===== config.mk =====
export PLATFORM = sky130hd
export DESIGN_NAME = data_mem_sized
export DESIGN_NICKNAME = d
export VERILOG_FILES = /design/src/rtl/data_mem_sized.sv
export SDC_FILE = /design/constraint.sdc
export NUM_CORES = 2
export LEC_CHECK = 0
export CORE_UTILIZATION = 41
export CTS_CLUSTER_DIAMETER = 30
export DETAILED_ROUTE_END_ITERATION = 8
export GPL_ROUTABILITY_DRIVEN = 0
export PLACE_DENSITY = 0.67
export REMOVE_ABC_BUFFERS = 1
export SLEW_MARGIN = 15
export SYNTH_ARGS = -nofsm -noshare
export SYNTH_HDL_FRONTEND = slang
export SYNTH_SLANG_ARGS = --single-unit

===== constraint.sdc =====
create_clock -name clk -period 12 [get_ports clk]
set_input_delay 3.6 -clock clk [delete_from_list [all_inputs] [get_ports clk]]
set_output_delay 3.6 -clock clk [all_outputs]
set_load 0.02 [all_outputs]

===== src/rtl/data_mem_sized.sv =====
// data_mem_sized
// Parametrised data memory for the CPU datapath, placed between EX/MEM and
// MEM/WB. It supports byte, half and word loads and stores, with sign or zero
// extension on loads. Misaligned, reserved-size and out-of-range requests are
// reported as faults. Requests use a valid/ready port, and each accepted
// request produces a registered one-cycle response. After reset, an optional
// hardware sweep clears the array, so the array itself has no reset.
//
// Ports
//   clk           rising-edge clock
//   rst           asynchronous, active-high reset
//   req_valid     request present
//   req_ready     block can accept a request this cycle
//   req_write     1 = store, 0 = load
//   req_size      00 byte, 01 half, 10 word, 11 reserved (faults)
//   req_unsigned  loads: 1 = zero-extend, 0 = sign-extend
//   req_addr      byte address
//   req_wdata     store data, right-aligned
//   rsp_valid     one-cycle pulse, response for an accepted request
//   rsp_rdata     extended load result; 0 for stores and faults
//   rsp_fault     request faulted (qualified by rsp_valid)
//   busy          clear sweep in progress
module data_mem_sized #(
  parameter int DEPTH          = 64,
  parameter bit CLEAR_ON_RESET = 1'b1
) (
  input  logic        clk,
  input  logic        rst,
  input  logic        req_valid,
  output logic        req_ready,
  input  logic        req_write,
  input  logic [1:0]  req_size,
  input  logic        req_unsigned,
  input  logic [31:0] req_addr,
  input  logic [31:0] req_wdata,
  output logic        rsp_valid,
  output logic [31:0] rsp_rdata,
  output logic        rsp_fault,
  output logic        busy
);

  localparam int IDX_W = $clog2(DEPTH);
  localparam logic [IDX_W-1:0] LAST_IDX = IDX_W'(DEPTH - 1);

  localparam logic [1:0] SZ_BYTE = 2'b00;
  localparam logic [1:0] SZ_HALF = 2'b01;
  localparam logic [1:0] SZ_WORD = 2'b10;

  typedef enum logic {S_CLEAR, S_IDLE} state_t;
  localparam state_t RESET_STATE = CLEAR_ON_RESET ? S_CLEAR : S_IDLE;

  state_t           state_q, state_d;
  logic [IDX_W-1:0] clr_idx;
  logic [31:0]      mem [DEPTH];

  // ---------------------------------------------------------------------------
  // Control FSM
  // ---------------------------------------------------------------------------
  always_ff @(posedge clk or posedge rst) begin
    // NOTE: clocked state uses non-blocking assignments, so every flop
    // samples its pre-edge inputs and process ordering cannot matter.
    if (rst) begin
      state_q <= RESET_STATE;
      clr_idx <= '0;
    end else begin
      state_q <= state_d;
      if (state_q == S_CLEAR) clr_idx <= clr_idx + 1'b1;
    end
  end

  always_comb begin
    // NOTE: every output of this block gets a default first, so no path
    // leaves a signal unassigned and no latch is inferred.
    state_d   = state_q;
    busy      = 1'b0;
    req_ready = 1'b0;
    case (state_q)
      S_CLEAR: begin
        busy = 1'b1;
        if (clr_idx == LAST_IDX) state_d = S_IDLE;
      end
      S_IDLE: req_ready = 1'b1;
      default: state_d = RESET_STATE;
    endcase
  end

  // ---------------------------------------------------------------------------
  // Request decode
  // ---------------------------------------------------------------------------
  logic [IDX_W-1:0] req_idx;
  logic [1:0]       req_lane;
  logic             req_fault;
  logic             accept;
  logic [3:0]       wr_be;
  logic [31:0]      wr_data;

  assign req_idx  = req_addr[IDX_W+1:2];
  assign req_lane = req_addr[1:0];

  // Reset wins over a request. This matters when CLEAR_ON_RESET = 0, because
  // the block then sits in IDLE with req_ready high while reset is asserted.
  assign accept = req_valid && req_ready && !rst;

  always_comb begin
    req_fault = 1'b0;
    if (req_size == 2'b11)                           req_fault = 1'b1;
    if (req_size == SZ_HALF && req_addr[0])          req_fault = 1'b1;
    if (req_size == SZ_WORD && req_lane != 2'b00)    req_fault = 1'b1;
    if ((req_addr >> (IDX_W + 2)) != 32'd0)          req_fault = 1'b1;
  end

  // Replicate the store data across all lanes. The byte enables then pick
  // the lanes that are actually written.
  always_comb begin
    wr_be   = 4'b0000;
    wr_data = req_wdata;
    case (req_size)
      SZ_BYTE: begin
        wr_be   = 4'b0001 << req_lane;
        wr_data = {4{req_wdata[7:0]}};
      end
      SZ_HALF: begin
        wr_be   = req_lane[1] ? 4'b1100 : 4'b0011;
        wr_data = {2{req_wdata[15:0]}};
      end
      SZ_WORD: wr_be = 4'b1111;
      default: wr_be = 4'b0000;
    endcase
  end

  // ---------------------------------------------------------------------------
  // Storage array
  // ---------------------------------------------------------------------------
  // NOTE: the array has no reset. Keeping the reset off it lets it map onto
  // plain RAM, and the clear sweep provides the zero contents instead.
  always_ff @(posedge clk) begin
    if (state_q == S_CLEAR && !rst) begin
      mem[clr_idx] <= '0;
    end else if (accept && req_write && !req_fault) begin
      for (int k = 0; k < 4; k++) begin
        if (wr_be[k]) mem[req_idx][8*k +: 8] <= wr_data[8*k +: 8];
      end
    end
  end

  // ---------------------------------------------------------------------------
  // Request pipeline register (accept edge -> response edge)
  // ---------------------------------------------------------------------------
  logic             p_valid, p_write, p_unsigned, p_fault;
  logic [1:0]       p_size, p_lane;
  logic [IDX_W-1:0] p_idx;

  always_ff @(posedge clk or posedge rst) begin
    if (rst) begin
      p_valid    <= 1'b0;
      p_write    <= 1'b0;
      p_unsigned <= 1'b0;
      p_fault    <= 1'b0;
      p_size     <= SZ_BYTE;
      p_lane     <= 2'b00;
      p_idx      <= '0;
    end else begin
      p_valid <= accept;
      if (accept) begin
        p_write    <= req_write;
        p_unsigned <= req_unsigned;
        p_fault    <= req_fault;
        p_size     <= req_size;
        p_lane     <= req_lane;
        p_idx      <= req_idx;
      end
    end
  end

  // ---------------------------------------------------------------------------
  // Load extraction
  // ---------------------------------------------------------------------------
  // The array is read at the response edge. A store accepted one cycle
  // earlier has therefore already committed, and its data is returned.
  logic [31:0] rd_word, ld_data;
  logic [7:0]  rd_byte;
  logic [15:0] rd_half;

  assign rd_word = mem[p_idx];
  assign rd_byte = rd_word[{p_lane, 3'b000} +: 8];
  assign rd_half = rd_word[{p_lane[1], 4'b0000} +: 16];

  always_comb begin
    ld_data = rd_word;
    case (p_size)
      SZ_BYTE: ld_data = {{24{rd_byte[7] & ~p_unsigned}}, rd_byte};
      SZ_HALF: ld_data = {{16{rd_half[15] & ~p_unsigned}}, rd_half};
      default: ld_data = rd_word;
    endcase
  end

  // ---------------------------------------------------------------------------
  // Response register
  // ---------------------------------------------------------------------------
  always_ff @(posedge clk or posedge rst) begin
    if (rst) begin
      rsp_valid <= 1'b0;
      rsp_fault <= 1'b0;
      rsp_rdata <= '0;
    end else begin
      rsp_valid <= p_valid;
      rsp_fault <= p_valid && p_fault;
      rsp_rdata <= (p_valid && !p_write && !p_fault) ? ld_data : 32'd0;
    end
  end

endmodule


Word level (Yosys, flattened, before mapping) --
Memory sizes are Yosys's and may differ from the RTL's. Index checks and enable logic that the tools add are counted.
Storage, ports and cells: flip-flop bits (word level) 55, memory bits (writable) 2048, input port bits 71, output and inout bits 36, memories kept 1
Memories:
- mem | words 64, width 32, read ports 1, clocked after memory_dff 0, wr ports 1, line 54 | logic [31:0] mem [DEPTH];
Operators by class: add/sub/neg operators 1, equal/unequal tests 5, shift-type cells 3, mux-type cells 34, bitwise logic cells 4, reduce and logical (&&, ||, !) cells 19
Operator list (number):
- 32-bit one-hot mux with 2 select lines | 2
- 32-bit 2-to-1 mux | 2
- 32-bit nonzero test | 1
- 32-bit OR reduction | 1
- 32-bit by 6-bit variable part select with 16-bit output | 1
- 32-bit by 6-bit variable part select with 8-bit output | 1
- 1-bit 2-to-1 mux | 26
- 4-bit one-hot mux with 3 select lines | 1
- 1-bit logical AND | 10
- 4-bit 2-to-1 mux | 2
- 6-bit by 1-bit adder with 6-bit output, second input constant | 1
- 6-bit equality test, second input constant | 1
- 6-bit 2-to-1 mux | 1
- 2-bit by 1-bit equality test with 1-bit output, second input constant | 2
- 2-bit equality test, second input constant | 2
- 1-bit logical NOT | 4
- 2-bit logical NOT | 2
- 1-bit by 2-bit << shifter with 4-bit output, first input constant | 1
- 1-bit AND | 2
- 1-bit NOT | 2
- 2-bit nonzero test | 1

Longest topological paths before layout --
depth in word-level cells 12, gate-level depth with buffers 15

Worst setup path before layout --
OpenSTA, ideal clock, no wires.
path type input port to flip-flop, start input port rst, end memory mem[0][12] (data pin), library setup time 0.548 ns, arrival time 8.327 ns, slack 3.125 ns, cell stages on the path 9, cells stage by stage inv_1 > nand3_1 > inv_2 > nand4_1 > nor3_2 > nand2_2 > clkbuf_1 > clkbuf_1 > a21oi_1
Between the ends: longest elaborated chain between the ends 9
RTL lines:
- start, declared | line 28 | input logic rst,
- 1-bit logical NOT (no source line) *
- 1-bit logical AND | line 102 | assign accept = req_valid && req_ready && !rst;
- 1-bit logical AND (2 in a row) | line 139 | end else if (accept && req_write && !req_fault) begin
- 1-bit 2-to-1 mux | line 139
- 1-bit 2-to-1 mux | line 137 | if (state_q == S_CLEAR && !rst) begin
- 1-bit 2-to-1 mux (implied by the code) | line 141 | if (wr_be[k]) mem[req_idx][8*k +: 8] <= wr_data[8*k +: 8];
- 32-bit OR reduction (no source line) *
- 32-bit 2-to-1 mux (no source line) *
- end, declared | line 54
Every way passes the cells marked *; elsewhere a longest branch is shown, timed or not.

Final worst setup path --
start input port rst, end memory mem[27][20] (enable)
Between the ends: longest elaborated chain between the ends 9
RTL lines (line):
- 1-bit logical NOT (no source line) *
- 1-bit logical AND | 102
- 1-bit logical AND (2 in a row) | 139
- 1-bit 2-to-1 mux | 139
- 1-bit 2-to-1 mux | 137
- 1-bit 2-to-1 mux (implied by the code) | 141
- 32-bit OR reduction (no source line)
- 6-bit 2-to-1 mux (no source line) / 4-bit 2-to-1 mux (equally long branches)
Marks and branches as above.

==> impl_metrics.py <==
metrics = {
    "sta": {
        "fin_hold_ws_ps": 540,
        "fin_skew_ps": 85.7,
        "hold_viol": 0,
        "setup_ws_ps": 3240,
        "relSlewSlack_pct": 18.7,
        "fin_crit_ps": 8760,
        "fmaxAchievable_mhz": 114,
        "drv_slew": 0,
        "rsz0062_at_grt": "false",
        "worst_slew_pin_slew_ps": 1220,
        "final-setup-viol-count": 0,
        "post-route-period-util_pct": 73.0,
    },
    "final_layout": {
        "final_area_um2": 99800,
        "layout_common_cells": "2048 x edfxtp_1, 538 x mux4_2, 392 x clkbuf_16",
        "layout_commonest_cell": "edfxtp_1",
        "nets": 4417,
        "fin_util_pct": 49.9,
        "final_layout_size_suffix_gt1_share_pct": 29.6,
        "synthToLayoutAreaGrowth_pct": 20.6,
    },
    "setup_path": {
        "r2r-start": "state_q$_DFF_PP0_",
        "criticalPathCategory": "input port to flip-flop",
        "path_buf_inv": 4,
        "cp_num_cells": 11,
        "max_stage_delay_ps": 890,
        "cp_common_cell": "inv_2",
        "startpoint": "rst",
        "critPathTopFamily": "simple AND/OR/NAND/NOR gates",
        "startpoint_type": "input port",
        "worstPathMaxFanout": 28,
        "reg2reg_depth": 9,
        "critPathSlowestCell": "nor3_2",
        "cp-end-kind": "flip-flop",
        "path_cells": "clkdlybuf4s50_1, inv_2, nand3_1, inv_2, nand4_1, nor3_2, nand2_4, buf_4, o41ai_4, nand2_1, nor2_1",
        "cp.required_ps": 12520,
        "crit_arrival_ps": 9270,
    },
    "global_routing": {
        "grt_max_degree": 138,
        "gr-total-overflow": 0,
        "antenna_found_initial": 8,
        "grt_use_total_pct": 22.7,
        "grt_pass1_vias": 44171,
        "grt_pass1_wl_um": 330000,
    },
    "pwr": {
        "p_sw_mw": 3.80,
        "internal_power_mw": 14.9,
        "max-vdd-ir-drop_v": 0.000162,
        "seqPwrFrac_pct": 42.4,
        "p_per_area_nw_per_um2": 188,
        "p_leak_nw": 26.6,
        "swShare_pct": 20.3,
        "p_clk_share_pct": 57.2,
        "comb_power_share_pct": 0.4,
    },
    "cts": {
        "cts_sinks": 2103,
        "htreeDepth": 5,
        "clk_path_buf_depth": 4,
        "clk_latency_ps": 970,
        "ctsResizeCount": 0,
        "root_buffer": "clkbuf_16",
        "cts_tree": "yes",
        "cts_made_buffers": 384,
        "post_cts_buffers": 0,
        "ctsHoldBuffers": 0,
        "path_clk_slew_ps": 50,
    },
    "routing": {
        "first_pass_iters": 6,
        "drt_iter0_markers": 5767,
        "num_vias": 43498,
        "final_antenna_net_count": 0,
        "detail_route.drc_violations": 0,
        "wire_per_inst_um": 31.6,
        "drt_wl_total_um": 231000,
        "via_per_inst": 5.95,
    },
    "floorplanning": {
        "start_util_pct": 41.4,
        "dieHeight_um": 451,
        "die_x_um": 451,
        "rows": 164,
        "dieArea_um2": 204000,
        "core-area_um2": 200000,
        "ios": 107,
    },
    "yosys": {
        "ys_warn_count": 0,
        "ys_seq_elements": 2103,
        "async_reset_ff_share_pct": 2.62,
        "synth_ff_type": "edfxtp_1",
        "synthCells": 3974,
        "synthesis.area_um2": 82700,
        "syn_area_per_cell_um2": 20.8,
        "synth-seq-area-share_pct": 76.0,
        "synth-edff-count": 2048,
        "synth_cell_types": 72,
    },
    "placement": {
        "dpl_cell_area_um2": 86900,
        "hpwl_um": 138000,
        "place_ws_ps": 2420,
        "io_buffer_count": 106,
    },
    "hold_path": {
        "min_path_cells": 2,
        "worstHoldStart": "p_write$_DFFE_PP0N_",
        "hold_path_class": "flip-flop to flip-flop",
    },
    "outcome": {
        "status": "complete, no violations",
    },
    "job": {
        "max_cap_violations": 0,
    },
}
-- final cells by class --
type	count	area, µm²
repair buffers	213	1900
diodes	9	22.5
well taps	2656	3320
multi-input cells	1630	18800
flip-flops and latches	2103	62900
inverters	13	48.8
fillers	15500	100000
clock inverters	269	2960
clock buffers	421	9920
-- flip-flops by register name, indices dropped and copies added, names as in the netlist, 2 cells and up --
register,cells
mem,2048
clr_idx,6
p_size,2
rsp_rdata,32
p_idx,6
p_lane,2
-- cells by family (layout without fill, tap and decap cells) --
kind of cell / Yosys count / count (layout) / synth area share (%)
fa+ha+maj: 1 / 1 / 0.0151
compound gates: 309 / 309 / 2.50
flops: 2103 / 2103 / 76.0
mux: 668 / 668 / 16.3
buf+inv: 241 / 916 / 1.77
other cells: 0 / 9 / 0
xor+xnor: 5 / 5 / 0.0529
simple gates: 647 / 647 / 3.35
-- cells in the mapped netlist, drive strengths merged, types with 6 or more instances --
library cell | n | area (µm²)
edfxtp | 2048 | 61500
mux4 | 542 | 12200
nor2 | 336 | 1260
buf | 172 | 1200
nand2 | 169 | 637
mux2i | 104 | 1040
o21ai | 61 | 305
a21oi | 58 | 290
clkbuf | 56 | 211
dfrtp | 55 | 1380
a22oi | 42 | 320
o22ai | 29 | 181
nor3 | 24 | 130
mux2 | 22 | 248
a211oi | 20 | 150
a221oi | 20 | 175
and2 | 18 | 113
nand3 | 17 | 85.1
nand2b | 16 | 100
a31oi | 15 | 93.8
inv | 12 | 45.1
and3 | 11 | 68.8
nor2b | 10 | 62.6
nor4 | 10 | 62.6
a22o | 9 | 78.8
o221ai | 9 | 78.8
nand3b | 7 | 52.6
nand4 | 7 | 43.8
or2 | 6 | 37.5
-- metrics by stage --
stage               instances  power [mW]  setup TNS [ps]
finish                   7314        18.7               0
global route             7309        19.1               0
CTS                      7305        18.8               0
detailed placement       6615        8.16               0
global placement         6615        8.16               0
floorplan                3746        8.11         -346820
-- per-layer routing --
layer	routed length (µm)	track usage [%]
met5	13	0
met1	83400	29.1
met2	109000	35.2
met3	24000	5.74
met4	14300	13.2
-- worst paths after layout --
kind,endpoint,slack (ps)
setup / recovery,mem[27][20]$_DFFE_PP_,3240
hold / removal,p_write$_DFFE_PP0N_,540
setup reg to reg,mem[27][20]$_DFFE_PP_,6030
hold reg to reg,p_write$_DFFE_PP0N_,540
max in group asynchronous,rsp_valid$_DFF_PP0_,7870
min in group asynchronous,clr_idx[2]$_DFFE_PP0N_,3530
-- worst min-delay path: stages, from the launching register on --
cell     delay, ps
dfrtp_1        380
nand2_1         60
nand2_1         60
-- power groups by stage --
stage | Clock (mW) | Sequential, mW | Combinational, mW
after floorplan | 0 | 8.09 | 0.0167
after global placement | 0 | 8.09 | 0.0735
after detailed placement | 0 | 8.09 | 0.0736
after CTS | 10.8 | 7.95 | 0.0739
after global routing | 11.1 | 7.94 | 0.0761
final | 10.7 | 7.95 | 0.0743
Power figures use the tool's default switching activity.
